--- src/rtl/serial_addsub_pkg.sv ---
`default_nettype none
// ============================================================================
// Module  : serial_addsub_pkg
// Brief   : Shared types and helpers for the bit-serial add/sub unit.
// Revision: 1.0 - initial release
// ============================================================================
package serial_addsub_pkg;

    localparam int DEFAULT_WIDTH = 4;

    typedef enum logic [1:0] {
        IDLE = 2'd0,
        RUN  = 2'd1,
        DONE = 2'd2
    } state_t;

    // Signed max (sign=0) or signed min (sign=1) for a width up to 64 bits.
    function automatic logic [63:0] sat_value(input logic sign, input int width);
        logic [63:0] msb;
        msb = 64'd1 << (width - 1);
        return sign ? msb : (msb - 64'd1);
    endfunction

endpackage
`default_nettype wire

--- src/rtl/serial_addsub_if.sv ---
`default_nettype none
// ============================================================================
// Module  : serial_addsub_if
// Brief   : Start/done request and result bundle for serial_addsub.
// Revision: 1.0 - initial release
// ============================================================================
interface serial_addsub_if #(
    parameter int WIDTH = 4
);
    logic             start;
    logic             se;
    logic [WIDTH-1:0] a;
    logic [WIDTH-1:0] b;
    logic             busy;
    logic             done;
    logic [WIDTH-1:0] s;
    logic             c;
    logic             v;

    modport master (
        output start, se, a, b,
        input  busy, done, s, c, v
    );

    modport slave (
        input  start, se, a, b,
        output busy, done, s, c, v
    );
endinterface
`default_nettype wire

--- src/rtl/serial_fa_cell.sv ---
`default_nettype none
// ============================================================================
// Module  : serial_fa_cell
// Brief   : Single-bit full adder shared by every bit-step of serial_addsub.
// Revision: 1.0 - initial release
// ============================================================================
module serial_fa_cell (
    input  wire logic a,
    input  wire logic b,
    input  wire logic cin,
    output logic      sum,
    output logic      cout
);
    assign sum  = a ^ b ^ cin;
    assign cout = (a & b) | (a & cin) | (b & cin);
endmodule
`default_nettype wire

--- src/rtl/serial_addsub.sv ---
`default_nettype none
// ============================================================================
// Module  : serial_addsub
// Brief   : Bit-serial two's-complement add/sub, LSB first over WIDTH clocks.
//           Define SERIAL_ADDSUB_SAT_EN to saturate s on signed overflow
//           (WIDTH <= 64 in that build).
// Revision: 1.0 - initial release
// ============================================================================
module serial_addsub
    import serial_addsub_pkg::*;
#(
    parameter int WIDTH = DEFAULT_WIDTH
) (
    input  wire logic       clk,
    input  wire logic       rst_n,
    serial_addsub_if.slave  bus
);
    localparam int             c_cnt_w = $clog2(WIDTH);
    localparam [c_cnt_w-1:0]   c_last  = c_cnt_w'(WIDTH - 1);

    state_t             r_state;
    logic [c_cnt_w-1:0] r_cnt;
    logic [WIDTH-1:0]   r_a_sh;
    logic [WIDTH-1:0]   r_b_sh;
    logic [WIDTH-2:0]   r_res_sh;
    logic               r_cy;
    logic               r_busy;
    logic               r_done;
    logic [WIDTH-1:0]   r_s;
    logic               r_c;
    logic               r_v;

    logic               w_sum;
    logic               w_cout;
    logic               w_v;
    logic [WIDTH-1:0]   w_shift;
    logic [WIDTH-1:0]   w_s_final;

    serial_fa_cell u_fa (
        .a    (r_a_sh[0]),
        .b    (r_b_sh[0]),
        .cin  (r_cy),
        .sum  (w_sum),
        .cout (w_cout)
    );

    // On the MSB step r_cy is the carry into the MSB, so overflow falls out directly.
    assign w_v     = r_cy ^ w_cout;
    assign w_shift = {w_sum, r_res_sh};

`ifdef SERIAL_ADDSUB_SAT_EN
    // On the MSB step r_a_sh[0] holds A's sign bit.
    assign w_s_final = w_v ? WIDTH'(sat_value(r_a_sh[0], WIDTH)) : w_shift;
`else
    assign w_s_final = w_shift;
`endif

    always_ff @(posedge clk or negedge rst_n) begin
        if (!rst_n) begin
            r_state  <= IDLE;
            r_cnt    <= '0;
            r_a_sh   <= '0;
            r_b_sh   <= '0;
            r_res_sh <= '0;
            r_cy     <= 1'b0;
            r_busy   <= 1'b0;
            r_done   <= 1'b0;
            r_s      <= '0;
            r_c      <= 1'b0;
            r_v      <= 1'b0;
        end else begin
            case (r_state)
                IDLE, DONE: begin
                    r_done <= 1'b0;
                    if (bus.start) begin
                        r_a_sh  <= bus.a;
                        r_b_sh  <= bus.b ^ {WIDTH{bus.se}};
                        r_cy    <= bus.se;
                        r_cnt   <= '0;
                        r_busy  <= 1'b1;
                        r_state <= RUN;
                    end else begin
                        r_state <= IDLE;
                    end
                end
                RUN: begin
                    r_a_sh   <= r_a_sh >> 1;
                    r_b_sh   <= r_b_sh >> 1;
                    r_cy     <= w_cout;
                    r_res_sh <= w_shift[WIDTH-1:1];
                    r_cnt    <= r_cnt + 1'b1;
                    if (r_cnt == c_last) begin
                        r_s     <= w_s_final;
                        r_c     <= w_cout;
                        r_v     <= w_v;
                        r_busy  <= 1'b0;
                        r_done  <= 1'b1;
                        r_state <= DONE;
                    end
                end
                default: begin
                    r_busy  <= 1'b0;
                    r_done  <= 1'b0;
                    r_state <= IDLE;
                end
            endcase
        end
    end

    assign bus.busy = r_busy;
    assign bus.done = r_done;
    assign bus.s    = r_s;
    assign bus.c    = r_c;
    assign bus.v    = r_v;

endmodule
`default_nettype wire

--- src/flat_wrapper.sv ---
// flat-port wrapper written by rule: the top's interface ports become plain ports
module serial_addsub_flat import serial_addsub_pkg::*;
#(
    parameter int WIDTH = DEFAULT_WIDTH
)
  (clk, rst_n, bus_start, bus_se, bus_a, bus_b, bus_busy, bus_done, bus_s, bus_c, bus_v);
  serial_addsub_if #(.WIDTH(WIDTH)) bus_i ();
  input  wire logic clk;
  input  wire logic rst_n;
  input wire logic [$bits(bus_i.start)-1:0] bus_start;
  input wire logic [$bits(bus_i.se)-1:0] bus_se;
  input wire logic [$bits(bus_i.a)-1:0] bus_a;
  input wire logic [$bits(bus_i.b)-1:0] bus_b;
  output wire logic [$bits(bus_i.busy)-1:0] bus_busy;
  output wire logic [$bits(bus_i.done)-1:0] bus_done;
  output wire logic [$bits(bus_i.s)-1:0] bus_s;
  output wire logic [$bits(bus_i.c)-1:0] bus_c;
  output wire logic [$bits(bus_i.v)-1:0] bus_v;
  assign bus_i.start = bus_start;
  assign bus_i.se = bus_se;
  assign bus_i.a = bus_a;
  assign bus_i.b = bus_b;
  assign bus_busy = bus_i.busy;
  assign bus_done = bus_i.done;
  assign bus_s = bus_i.s;
  assign bus_c = bus_i.c;
  assign bus_v = bus_i.v;
  serial_addsub #(.WIDTH(WIDTH)) u_core (.clk(clk), .rst_n(rst_n), .bus(bus_i));
endmodule
--- config.mk ---
export PLATFORM = sky130hd
export DESIGN_NAME = serial_addsub_flat
export DESIGN_NICKNAME = d
export VERILOG_FILES = /design/src/rtl/serial_addsub_pkg.sv /design/src/rtl/serial_addsub_if.sv /design/src/rtl/serial_fa_cell.sv /design/src/rtl/serial_addsub.sv /design/src/flat_wrapper.sv
export SDC_FILE = /design/constraint.sdc
export NUM_CORES = 1
export LEC_CHECK = 0
export ABC_AREA = 1
export BUFFER_PORTS_ARGS = -buffer_cell sky130_fd_sc_hd__buf_2
export CAP_MARGIN = 20
export CORE_ASPECT_RATIO = 0.9
export CORE_MARGIN = 2
export CORE_UTILIZATION = 50
export DETAILED_ROUTE_END_ITERATION = 8
export MAX_ROUTING_LAYER = met4
export PLACE_DENSITY_LB_ADDON = 0.12
export SLEW_MARGIN = 20
export SYNTH_ARGS = -nofsm -noshare
export SYNTH_HDL_FRONTEND = slang
export SYNTH_HIERARCHICAL = 1
export SYNTH_SLANG_ARGS = --single-unit
export TNS_END_PERCENT = 10
--- constraint.sdc ---
create_clock -name clk -period 2.9 [get_ports clk]
set_input_delay 0.435 -clock clk [delete_from_list [all_inputs] [get_ports clk]]
set_output_delay 0.435 -clock clk [all_outputs]
set_load 0.01 [all_outputs]
* Word level (Yosys, flattened, before mapping)
Cells that the tools add are included.
** Word-level totals
- Register bits :: 24
- Output and inout bits :: 8
- Logic and storage cells :: 48
** Cells by class
- Add/sub/neg operators :: 1
- Equality and inequality tests :: 5
- Muxes and demuxes :: 16
- Bitwise operators :: 9
- Reductions and logical operators :: 6
** Operator list (count)
- case mux 4 bit (2 select lines) :: 2
- two-way mux 4 bit :: 2
- case mux 2 bit (2 select lines) :: 2
- two-way mux 1 bit :: 6
- AND reduction 2 bit :: 3
- == test 2 bit (second input constant) :: 2
- two-way mux 2 bit :: 2
- case mux 1 bit (2 select lines) :: 2
- bitwise XOR 4 bit :: 1
- bitwise AND 1 bit :: 3
- bitwise XOR 1 bit :: 3
- adder 2 x 1 -> 2 bit (second input constant) :: 1
- == test 2 x 1 -> 1 bit (second input constant) :: 1
- zero test 2 bit :: 1
- != test 2 x 1 -> 1 bit (second input constant) :: 1
- != test 2 bit (second input constant) :: 1
- OR 1 bit :: 2
- nonzero test 2 bit :: 1
- OR reduction 2 bit :: 1

* Longest topological paths before layout
Gate-level depths: netlist of the first run.
- Depth after elaboration :: 4
- Mapped depth :: 7
- Depth with buffers taken out :: 6

* Hierarchy
Netlist of the first run, hierarchy kept.
** Modules (own cells, without submodules)
- serial_addsub :: instances 1, cells each 128, area an instance 1051.0 µm²
- serial_fa_cell :: instances 1, cells each 1, area an instance 20.0 µm²

* Worst setup path before layout of the first run
OpenSTA, ideal clock, no wires.
- Kind :: register to register
- Start point :: register u_core.r_a_sh[0]
- End point :: register u_core.r_v (netlist: u_core/bus.v)
- Library setup time :: 0.116 ns
- Arrival time :: 1.098 ns
- Required time :: 2.784 ns
- Setup slack :: 1.686 ns
- Stages on the path, launching flop included :: 5
- Buffers on the path :: 0
- Period minus slack after synthesis :: 1.214 ns
- Cell sequence :: dfrtp_1 fa_1 xor2_1 nand2_1 nand2_1
** Between the ends
- Word-level cells in the longest chain between the ends :: 4
** Ends and longest elaborated chain
- start, declared :: RTL line serial_addsub.sv:23 : logic [WIDTH-1:0] r_a_sh;
- start signal, assigned :: RTL line serial_addsub.sv:76 : r_a_sh <= bus.a;
- start signal, assigned :: RTL line serial_addsub.sv:87 : r_a_sh <= r_a_sh >> 1;
- bitwise AND 1 bit :: RTL line serial_fa_cell.sv:15 : assign cout = (a & b) | (a & cin) | (b & cin);
- OR 1 bit * (2 in series) :: RTL line serial_fa_cell.sv:15
- via u_core.w_cout :: RTL line serial_addsub.sv:34 : logic w_cout;
- bitwise XOR 1 bit * :: RTL line serial_addsub.sv:48 : assign w_v = r_cy ^ w_cout;
- end signal, assigned :: RTL line serial_addsub.sv:95 : r_v <= w_v;
- end, declared :: RTL line serial_addsub.sv:31 : logic r_v;
Mark *: on every way through the listed nets, which the timed path passes. The rest lies on a longest branch.
A chain may end at the register's enable or synchronous reset.

==> flow_metrics.py, run 1 <==
metrics = {
    "status": {
        "outcome": "finished, final reports clean",
    },
    "synthesis": {
        "synth.distinct_cells": 16,
        "yosysMostFrequentCell": "nand2_1",
        "synth_top_area_share_pct": 53.74,
        "ys_seq_area_share_pct": 53.74,
        "synth_largest_area_cell": "dfrtp_1",
        "synthTopCellsByCount": "nand2_1 (56), dfrtp_1 (23), nand3_1 (17)",
        "synth_top_family_by_area": "simple AND/OR/NAND/NOR gates",
        "synth_mux_area_share_pct": 0,
        "synth_flop_cell": "dfrtp_1",
        "yosysWarnings": 6,
        "syn_inst": 129,
        "ys_ff_latch": 23,
        "synth_edf_count": 0,
        "syn-num-nets": 143,
        "yosys.area_share.simple_pct": 33.88,
        "yosys-top-cells-area": "dfrtp_1 (54%), nand2_1 (20%), nand3_1 (7.9%), inv_1 (3.9%), nor2_4 (2.1%)",
        "netlist_area_sq_um": 1071,
        "synth_compound_area_share_pct": 2.336,
        "synthXorXnorAreaFrac_pct": 0.8178,
        "syn_avg_cell_area_sq_um": 8.303,
        "ys_async_sr_fraction_pct": 100.0,
        "synth_fa_ha_area_share_pct": 3.037,
    },
    "global_routing": {
        "grt_first_pass_wirelength_um": 3249,
        "grt_overflow_total": 0,
        "grt_max_degree": 24,
        "first_global_vias": 785,
        "antenna_found_initial": 0,
        "grt_util_all_layers_pct": 18.62,
    },
    "finish": {
        "antennaDiodeCount": 0,
        "fillers": 170,
        "seq_area_sq_um": 575.6,
        "post-route-util_pct": 61.71,
        "synthToLayoutAreaGrowth_pct": 13.55,
        "drive_gt1_share_pct": 21.19,
        "multi_input_area_sq_um": 429.2,
        "final_nets": 166,
        "finalNonFillerCells": 176,
    },
    "power": {
        "intPower_w": 0.0007295,
        "ir_drop_mv": 0.6087,
        "pwr-share-seq_pct": 45.5,
        "p_switching_w": 0.0005466,
        "comb_power_share_pct": 43.0,
        "p_leak_nw": 0.6838,
        "switching_share_pct": 42.83,
        "clockPowerShare_pct": 11.5,
        "power_density_nw_per_um2": 1049,
    },
    "clocking": {
        "postCtsSetupRepairBufs": 0,
        "cts_root_buf": "clkbuf_4",
        "cts.clk_slew.worst_paths_ns": 0.13,
        "htreeDepth": 1,
        "clock-sinks": 23,
        "cts_buffer_depth": 2,
        "cts_made_buffers": 3,
        "cts_hold_buf": 0,
        "cts_tree": "done",
        "clock_latency_ns": 0.31,
        "cts_resized": 0,
    },
    "sta": {
        "rsz0062_at_grt": "no",
        "max_freq_mhz": 729.5,
        "finalCriticalPeriod_ns": 1.371,
        "skew_ns": 0.01099,
        "tns_ns": 0,
        "slew_viol_final": 0,
        "worst_slew_pin_slew_ns": 0.4911,
        "setup_violations": 0,
        "hold_viol": 0,
        "slew_headroom_pct": 67.26,
        "period_share_pct": 47.27,
        "finalWorstSetupSlack_ns": 1.529,
    },
    "floorplanning": {
        "rows": 15,
        "dieWidth_um": 52.79,
        "io_pins": 20,
        "dieArea_sq_um": 2529,
        "core_sq_um": 1971,
        "initial_core_util_pct": 54.35,
        "die_y_um": 47.91,
    },
    "routing": {
        "first_pass_iters": 4,
        "routed_wl_um": 1982,
        "detail_route.wl_per_cell_um": 11.26,
        "drc": 0,
        "ant_nets": 0,
        "via_per_inst": 4.852,
        "first_iter_violations": 5,
        "vias": 854,
    },
    "setup_path": {
        "critical_path.max_stage_delay_ns": 0.46,
        "worst-setup-path-type": "reg2out",
        "critPathSlowestCell": "dfrtp_1",
        "worstPathArrival_ns": 0.94,
        "worst_ep_required_time_ns": 2.47,
        "worst_setup_path_end_kind": "output port",
        "cp_max_fo": 4,
        "cp_cell_sequence": "buf_2",
        "path_buf_inv": 1,
        "crit_family": "flip-flops",
        "start_kind": "flip-flop",
    },
    "placement": {
        "place_congestion": 0.8378,
        "hpwl_um": 1492,
        "port_buffers": 19,
        "place_inst": 172,
        "dpl_worst_slack_ns": 1.618,
    },
    "job": {
        "max_cap_violations": 0,
    },
    "min_path": {
        "min_path_type": "in2async",
    },
}
## cell usage in the layout, fill, tap and decap left out, types with 2 or more instances in the layout
master / n
inv_1: 11
nand2_2: 3
clkbuf_4: 3
dfrtp_1: 23
buf_2: 19
o21ai_0: 4
nor2_1: 4
nand3_1: 17
nor2_4: 2
inv_2: 2
nand2_1: 56
## cells by family (layout without fill, tap and decap cells)
kind of cell | count (synthesis) | after routing
simple gates | 83 | 83
compound gates | 5 | 5
fa+ha+maj | 2 | 2
buf+inv | 15 | 37
flops | 23 | 23
xor+xnor | 1 | 1
## metrics by stage
| step | hold WS, ns | total power (W) | area, sq um |
|---|---|---|---|
| 2_1_floorplan | 0.1394 | 0.0009835 | 1071 |
| 3_3_place_gp | 0.4272 | 0.001124 | 1186 |
| 3_5_place_dp | 0.4325 | 0.001141 | 1186 |
| 4_1_cts | 0.07988 | 0.001288 | 1216 |
| 5_1_grt | 0.09942 | 0.001402 | 1216 |
| 6_report | 0.06687 | 0.001276 | 1216 |
## final cells by class
cell class | instances | area share, %
multi-input cells | 91 | 35.29
clock inverters | 1 | 0.6173
repair buffers | 19 | 7.819
flip-flops and latches | 23 | 47.32
clock buffers | 3 | 1.852
inverters | 14 | 4.527
well taps | 25 | 2.572
## power groups by stage
stage                     sequential [W]  combinational [W]  clock (W)
final                           0.000580           0.000549   0.000147
after global routing            0.000597           0.000635   0.000169
after CTS                       0.000579           0.000556   0.000153
after detailed placement        0.000586           0.000555          0
after global placement          0.000581           0.000543          0
after floorplan                 0.000572           0.000411          0
## state kept, by name, indices dropped and copies added (netlist names)
signal and flops:
u_core/r_a_sh 4, u_core/bus.s 4, u_core/bus.busy 1, u_core/bus.v 1, u_core/r_state 2, u_core/r_b_sh 4, u_core/r_res_sh 3, u_core/bus.c 1
u_core/r_cnt 2, u_core/r_cy 1
## worst paths after layout
check	endpoint	slack, ns	cells past startpoint	from
max	bus_done	1.53	1	u_core/r_state[1]
min	u_core/bus.s[2]	0.07	1	rst_n
max reg2reg	u_core/bus.v	1.61	4	u_core/r_a_sh[0]
min reg2reg	u_core/r_b_sh[3]	0.49	2	u_core/r_b_sh[3]
max in group asynchronous	u_core/bus.busy	2.49	1	rst_n
min in group clk	u_core/r_a_sh[3]	0.32	3	bus_a[3]
## layer usage
metal / vias to the layer above / wire [um] / global-route usage (%) / part of all wire (%)
li1: 446 / - / - / -
met1: 394 / 965 / 23.26 / 49
met2: 14 / 956 / 30.75 / 48
met3: 0 / 60 / 6.250 / 3.0
met4: 0 / 0 / 2.051 / 0
met5: - / 0 / - / 0
Note: power is estimated with default switching activity, not from simulation.
==> run 2, diff against run 1 <==
- CORE_UTILIZATION: 50 -> 48
- clock period: 2.9 -> 1.2 ns (I/O delays scaled with it)
==> run 2 against run 1 <==
The flow now finishes with violations (setup timing); global-route usage rose by 1.1 points; via count grew 1.9%; critical path depth is 3 higher; design area grew 3.7%; routed wire length grew 0.30%; setup slack lost 1.5 ns; critical path type is now reg2reg; largest cell class unchanged; largest power group is now combinational logic.
==> flow_metrics.py, run 2 (synthesis results as in run 1) <==
metrics = {
    "sta": {
        "finalCriticalPeriod_ns": 1.208,
        "setup_violations": 1,
        "slew_headroom_pct": 67.25,
        "worst_slew_pin_slew_ns": 0.4912,
        "rsz0062_at_grt": "yes",
        "slew_viol_final": 0,
        "period_share_pct": 100.6,
        "hold_viol": 0,
        "skew_ns": 0.004265,
        "max_freq_mhz": 828.0,
        "finalWorstSetupSlack_ns": -0.007742,
    },
    "setup_path": {
        "worst_setup_path_end_kind": "flip-flop",
        "r2r_start": "u_core/r_a_sh[0]",
        "start_kind": "flip-flop",
        "path_buf_inv": 0,
        "timing.critical_path.mode_cell": "nand2_1",
        "crit_family": "adder cells",
        "worst-setup-path-type": "reg2reg",
        "cp_max_fo": 3,
        "regToRegSetupSlack_ns": -0.008,
        "worst_ep_required_time_ns": 1.41,
        "r2r-end": "u_core/bus.v",
        "rr_worst_depth": 4,
        "cp-startpoint": "u_core/r_a_sh[0]",
        "cp_cell_sequence": "fa_2, xor2_1, nand2_1, nand2_1",
        "critical_path.max_stage_delay_ns": 0.43,
        "worstPathArrival_ns": 1.42,
        "critPathSlowestCell": "fa_2",
    },
    "floorplanning": {
        "io_pins": 20,
        "initial_core_util_pct": 50.00,
        "core_sq_um": 2142,
        "die_y_um": 48.81,
        "dieArea_sq_um": 2625,
        "rows": 16,
        "dieWidth_um": 53.79,
    },
    "clocking": {
        "cts.clk_slew.worst_paths_ns": 0.12,
        "clock_latency_ns": 0.30,
        "clock-sinks": 23,
        "postCtsSetupRepairBufs": 0,
        "cts_made_buffers": 3,
        "cts_tree": "done",
        "cts_root_buf": "clkbuf_4",
        "htreeDepth": 1,
        "cts_buffer_depth": 2,
    },
    "global_routing": {
        "grt_first_pass_wirelength_um": 3767,
        "grt_max_degree": 24,
        "grt_util_all_layers_pct": 19.70,
        "antenna_found_initial": 0,
        "first_global_vias": 902,
        "grt_overflow_total": 0,
    },
    "finish": {
        "drive_gt1_share_pct": 25.81,
        "design_area_sq_um": 1261,
        "post-route-util_pct": 58.88,
        "antennaDiodeCount": 0,
        "synthToLayoutAreaGrowth_pct": 17.76,
        "final_common_cell": "nand2_1",
        "final_cell_mix": "nand2_1 (55), dfrtp_1 (22), buf_2 (19)",
        "final_nets": 170,
    },
    "placement": {
        "port_buffers": 19,
        "dpl_worst_slack_ns": -0.003759,
        "hpwl_um": 1518,
        "place_area_sq_um": 1214,
        "place_congestion": 0.8297,
    },
    "min_path": {
        "min_path_cells": 3,
        "min_path_type": "in2reg",
        "min_from": "bus_a[3]",
        "hold_end": "u_core/r_a_sh[3]",
    },
    "routing": {
        "wl_met1_um": 937,
        "via_per_inst": 4.780,
        "top_layer_used": "met3",
        "first_iter_violations": 14,
        "vias": 870,
        "detail_route.wl_per_cell_um": 10.92,
        "route.met2.wl_um": 978,
        "first_pass_iters": 5,
        "routed_wl_um": 1988,
        "ant_nets": 0,
        "drc": 0,
        "dr_wl_met3_um": 72,
    },
    "job": {
        "max_cap_violations": 0,
    },
    "power": {
        "ir_drop_mv": 1.600,
        "power_density_nw_per_um2": 2526,
        "p_leak_nw": 0.7015,
        "power_w": 0.003185,
    },
    "status": {
        "violations": "setup timing",
        "outcome": "finished with violations",
    },
}
[run 2: layout make-up]
cell class | instances | area, sq um
clock buffers | 4 | 26.28
inverters | 14 | 55.05
fillers | 193 | 880.8
repair buffers | 23 | 127.6
flip-flops and latches | 23 | 576.8
multi-input cells | 91 | 441.7
well taps | 27 | 33.78
[run 2: where the power goes]
group | internal [W] | switching [W] | leakage [nW]
Combinational | 0.000581 | 0.000864 | 0.400
Clock | 0.000130 | 0.000215 | 0.0150
Sequential | 0.00114 | 0.000260 | 0.286
Total | 0.00185 | 0.00134 | 0.702
[run 2: tightest hold or removal path, delay by kind of cell]
family | cells | cell delay [ns]
AND/OR/NAND/NOR | 2 | 0.09
buffers and inverters | 1 | 0.07
[run 2: metal layers]
| layer | up-vias | GRT usage [%] |
|---|---|---|
| li1 | 452 | - |
| met3 | 0 | 6.442 |
| met5 | - | - |
| met4 | 0 | 1.282 |
| met2 | 12 | 30.89 |
| met1 | 406 | 26.07 |
[run 2: repair_timing]
action                                  in CTS  in global routing
endpoints found under the hold margin       23                  0
pin swaps                                    3                  3
endpoints found under the setup margin       1                 17
hold buffers                                 1                  0
gates resized for setup                      1                  5
[run 2: worst max-delay path by stage]
stage | to | slack [ns] | depth (start not counted)
finish | u_core/bus.v | -0.008 | 4
global route | u_core/bus.v | -0.05 | 4
CTS | u_core/bus.v | -0.02 | 4
detailed placement | u_core/bus.v | -0.004 | 4
global placement | u_core/bus.v | 0.03 | 4
floorplan | u_core/bus.v | 0.05 | 4
[run 2: stage by stage]
step	hold WS, ns	TNS, ns	instances
6_report	0.06929	-0.007742	182
5_1_grt	0.04941	-0.1258	182
4_1_cts	0.05857	-0.02401	182
3_5_place_dp	0.1739	-0.003759	177
3_3_place_gp	0.1751	0	177
2_1_floorplan	-0.1156	0	129
==> run 3, diff against run 2 <==
- CORE_UTILIZATION: 48 -> 50
- clock period: 1.2 -> 1.38 ns (I/O delays scaled with it)
==> run 3 against run 2 <==
Non-clock buffer count is 2 lower; clock power is 11% lower; die area is 3.7% lower; global-route usage is 0.78 points higher; count of clock-buffer cells in the layout stayed put; the run now ends clean; final cell count is 2.2% lower; via count is 3.0% lower.
==> flow_metrics.py, run 3 (synthesis results as in run 1) <==
metrics = {
    "power": {
        "switching_share_pct": 42.34,
        "p_switching_w": 0.001142,
        "intPower_w": 0.001555,
        "power_density_nw_per_um2": 2193,
        "ir_drop_mv": 1.582,
        "comb_power_share_pct": 43.5,
        "pwr-share-seq_pct": 45.1,
        "p_leak_nw": 0.6939,
        "clockPowerShare_pct": 11.4,
    },
    "clocking": {
        "cts_tree": "done",
        "cts_root_buf": "clkbuf_4",
        "clock_latency_ns": 0.31,
        "cts.clk_slew.worst_paths_ns": 0.13,
        "cts_made_buffers": 3,
        "clock-sinks": 23,
        "htreeDepth": 1,
        "postCtsSetupRepairBufs": 0,
        "cts_buffer_depth": 2,
    },
    "setup_path": {
        "crit_end": "u_core/bus.v",
        "start_kind": "flip-flop",
        "worstPathArrival_ns": 1.50,
        "worst-setup-path-type": "reg2reg",
        "worst_ep_required_time_ns": 1.60,
        "worst_setup_path_end_kind": "flip-flop",
        "r2r_start": "u_core/r_a_sh[0]",
        "regToRegSetupSlack_ns": 0.10,
        "cp_max_fo": 3,
        "rr_worst_depth": 4,
        "r2r-end": "u_core/bus.v",
        "cp-startpoint": "u_core/r_a_sh[0]",
    },
    "routing": {
        "routed_wl_um": 1987,
        "detail_route.wl_per_cell_um": 11.16,
        "top_layer_used": "met4",
        "route.met2.wl_um": 1005,
        "wl_met1_um": 896,
        "vias": 844,
        "dr_wl_met3_um": 72,
        "drc": 0,
        "first_pass_iters": 4,
        "ant_nets": 0,
        "via_per_inst": 4.742,
        "first_iter_violations": 8,
    },
    "floorplanning": {
        "dieWidth_um": 52.79,
        "io_pins": 20,
        "initial_core_util_pct": 54.35,
        "core_sq_um": 1971,
        "dieArea_sq_um": 2529,
        "die_y_um": 47.91,
        "rows": 15,
    },
    "sta": {
        "rsz0062_at_grt": "no",
        "tns_ns": 0,
        "period_share_pct": 92.73,
        "skew_ns": 0.009693,
        "max_freq_mhz": 781.5,
        "finalCriticalPeriod_ns": 1.280,
        "slew_viol_final": 0,
        "worst_slew_pin_slew_ns": 0.4904,
        "slew_headroom_pct": 67.31,
        "hold_viol": 0,
        "setup_violations": 0,
    },
    "status": {
        "outcome": "finished, final reports clean",
    },
    "finish": {
        "antennaDiodeCount": 0,
        "synthToLayoutAreaGrowth_pct": 14.84,
        "drive_gt1_share_pct": 20.92,
        "final_common_cell": "nand2_1",
        "final_cell_mix": "nand2_1 (56), dfrtp_1 (23), buf_2 (19)",
        "design_area_sq_um": 1230,
        "final_nets": 168,
    },
    "job": {
        "max_cap_violations": 0,
    },
    "global_routing": {
        "grt_max_degree": 24,
        "grt_first_pass_wirelength_um": 3539,
        "first_global_vias": 838,
        "antenna_found_initial": 0,
        "grt_overflow_total": 0,
        "grt_util_all_layers_pct": 20.48,
    },
    "placement": {
        "port_buffers": 19,
        "hpwl_um": 1506,
        "place_area_sq_um": 1194,
        "place_congestion": 0.7567,
    },
    "min_path": {
        "min_path_type": "in2reg",
    },
}
-- run 3: cell types whose count changed in the layout (fill, tap and decap cells not counted), sizes merged --
cell / previous run / this run
buf: 22 / 20
-- run 3: layer usage --
| layer | up-vias | GRT usage, % |
|---|---|---|
| met2 | 13 | 34.25 |
| met5 | - | - |
| met1 | 384 | 24.55 |
| met4 | 0 | 6.154 |
| li1 | 445 | - |
| met3 | 2 | 5.625 |
-- run 3: power by group through the flow --
stage | sequential [W] | clock (W) | combinational [W]
2_1_floorplan | 0.00120 | 0 | 0.000865
3_3_place_gp | 0.00121 | 0 | 0.00116
3_5_place_dp | 0.00123 | 0 | 0.00119
4_1_cts | 0.00122 | 0.000317 | 0.00119
5_1_grt | 0.00126 | 0.000351 | 0.00139
6_report | 0.00122 | 0.000307 | 0.00117
-- run 3: worst min-delay path by stage --
stage / from / end / cells after the start
2_1_floorplan: rst_n / u_core/bus.busy / 0
5_1_grt: bus_a[3] / u_core/r_a_sh[3] / 3
6_report: bus_a[3] / u_core/r_a_sh[3] / 3
3_3_place_gp: rst_n / u_core/r_a_sh[2] / 1
3_5_place_dp: rst_n / u_core/r_a_sh[1] / 1
4_1_cts: bus_a[3] / u_core/r_a_sh[3] / 3
-- run 3: final cells by class --
class	instances	area, sq um
clock buffer	4	26.28
sequential	23	575.6
inverter	14	55.05
tap	25	31.28
fill	180	740.7
multi-input combinational	91	429.2
timing repair buffer	21	112.6
-- run 3: timing repair --
action / 4_1_cts / 5_1_grt
resized for setup: 0 / 0
hold buffers: 1 / 0
endpoints found under the hold margin: 23 / 0
-- run 3: per-stage QoR --
stage | power (W) | hold WS (ns) | worst slack [ns] | cells | utilization, %
floorplan | 0.002067 | -0.08859 | 0.1660 | 129 | -
global placement | 0.002374 | 0.2029 | 0.1499 | 173 | 60.57
detailed placement | 0.002423 | 0.2007 | 0.1165 | 173 | 60.57
CTS | 0.002731 | 0.09591 | 0.09646 | 178 | 62.41
global route | 0.003000 | 0.1007 | 0.03299 | 178 | 62.41
finish | 0.002698 | 0.1012 | 0.1004 | 178 | 62.41
-- run 3: critical path, cell delays in order, from the launching register on --
cell	delay [ns]
dfrtp_1	0.42
fa_1	0.48
xor2_1	0.18
nand2_1	0.06
nand2_1	0.04
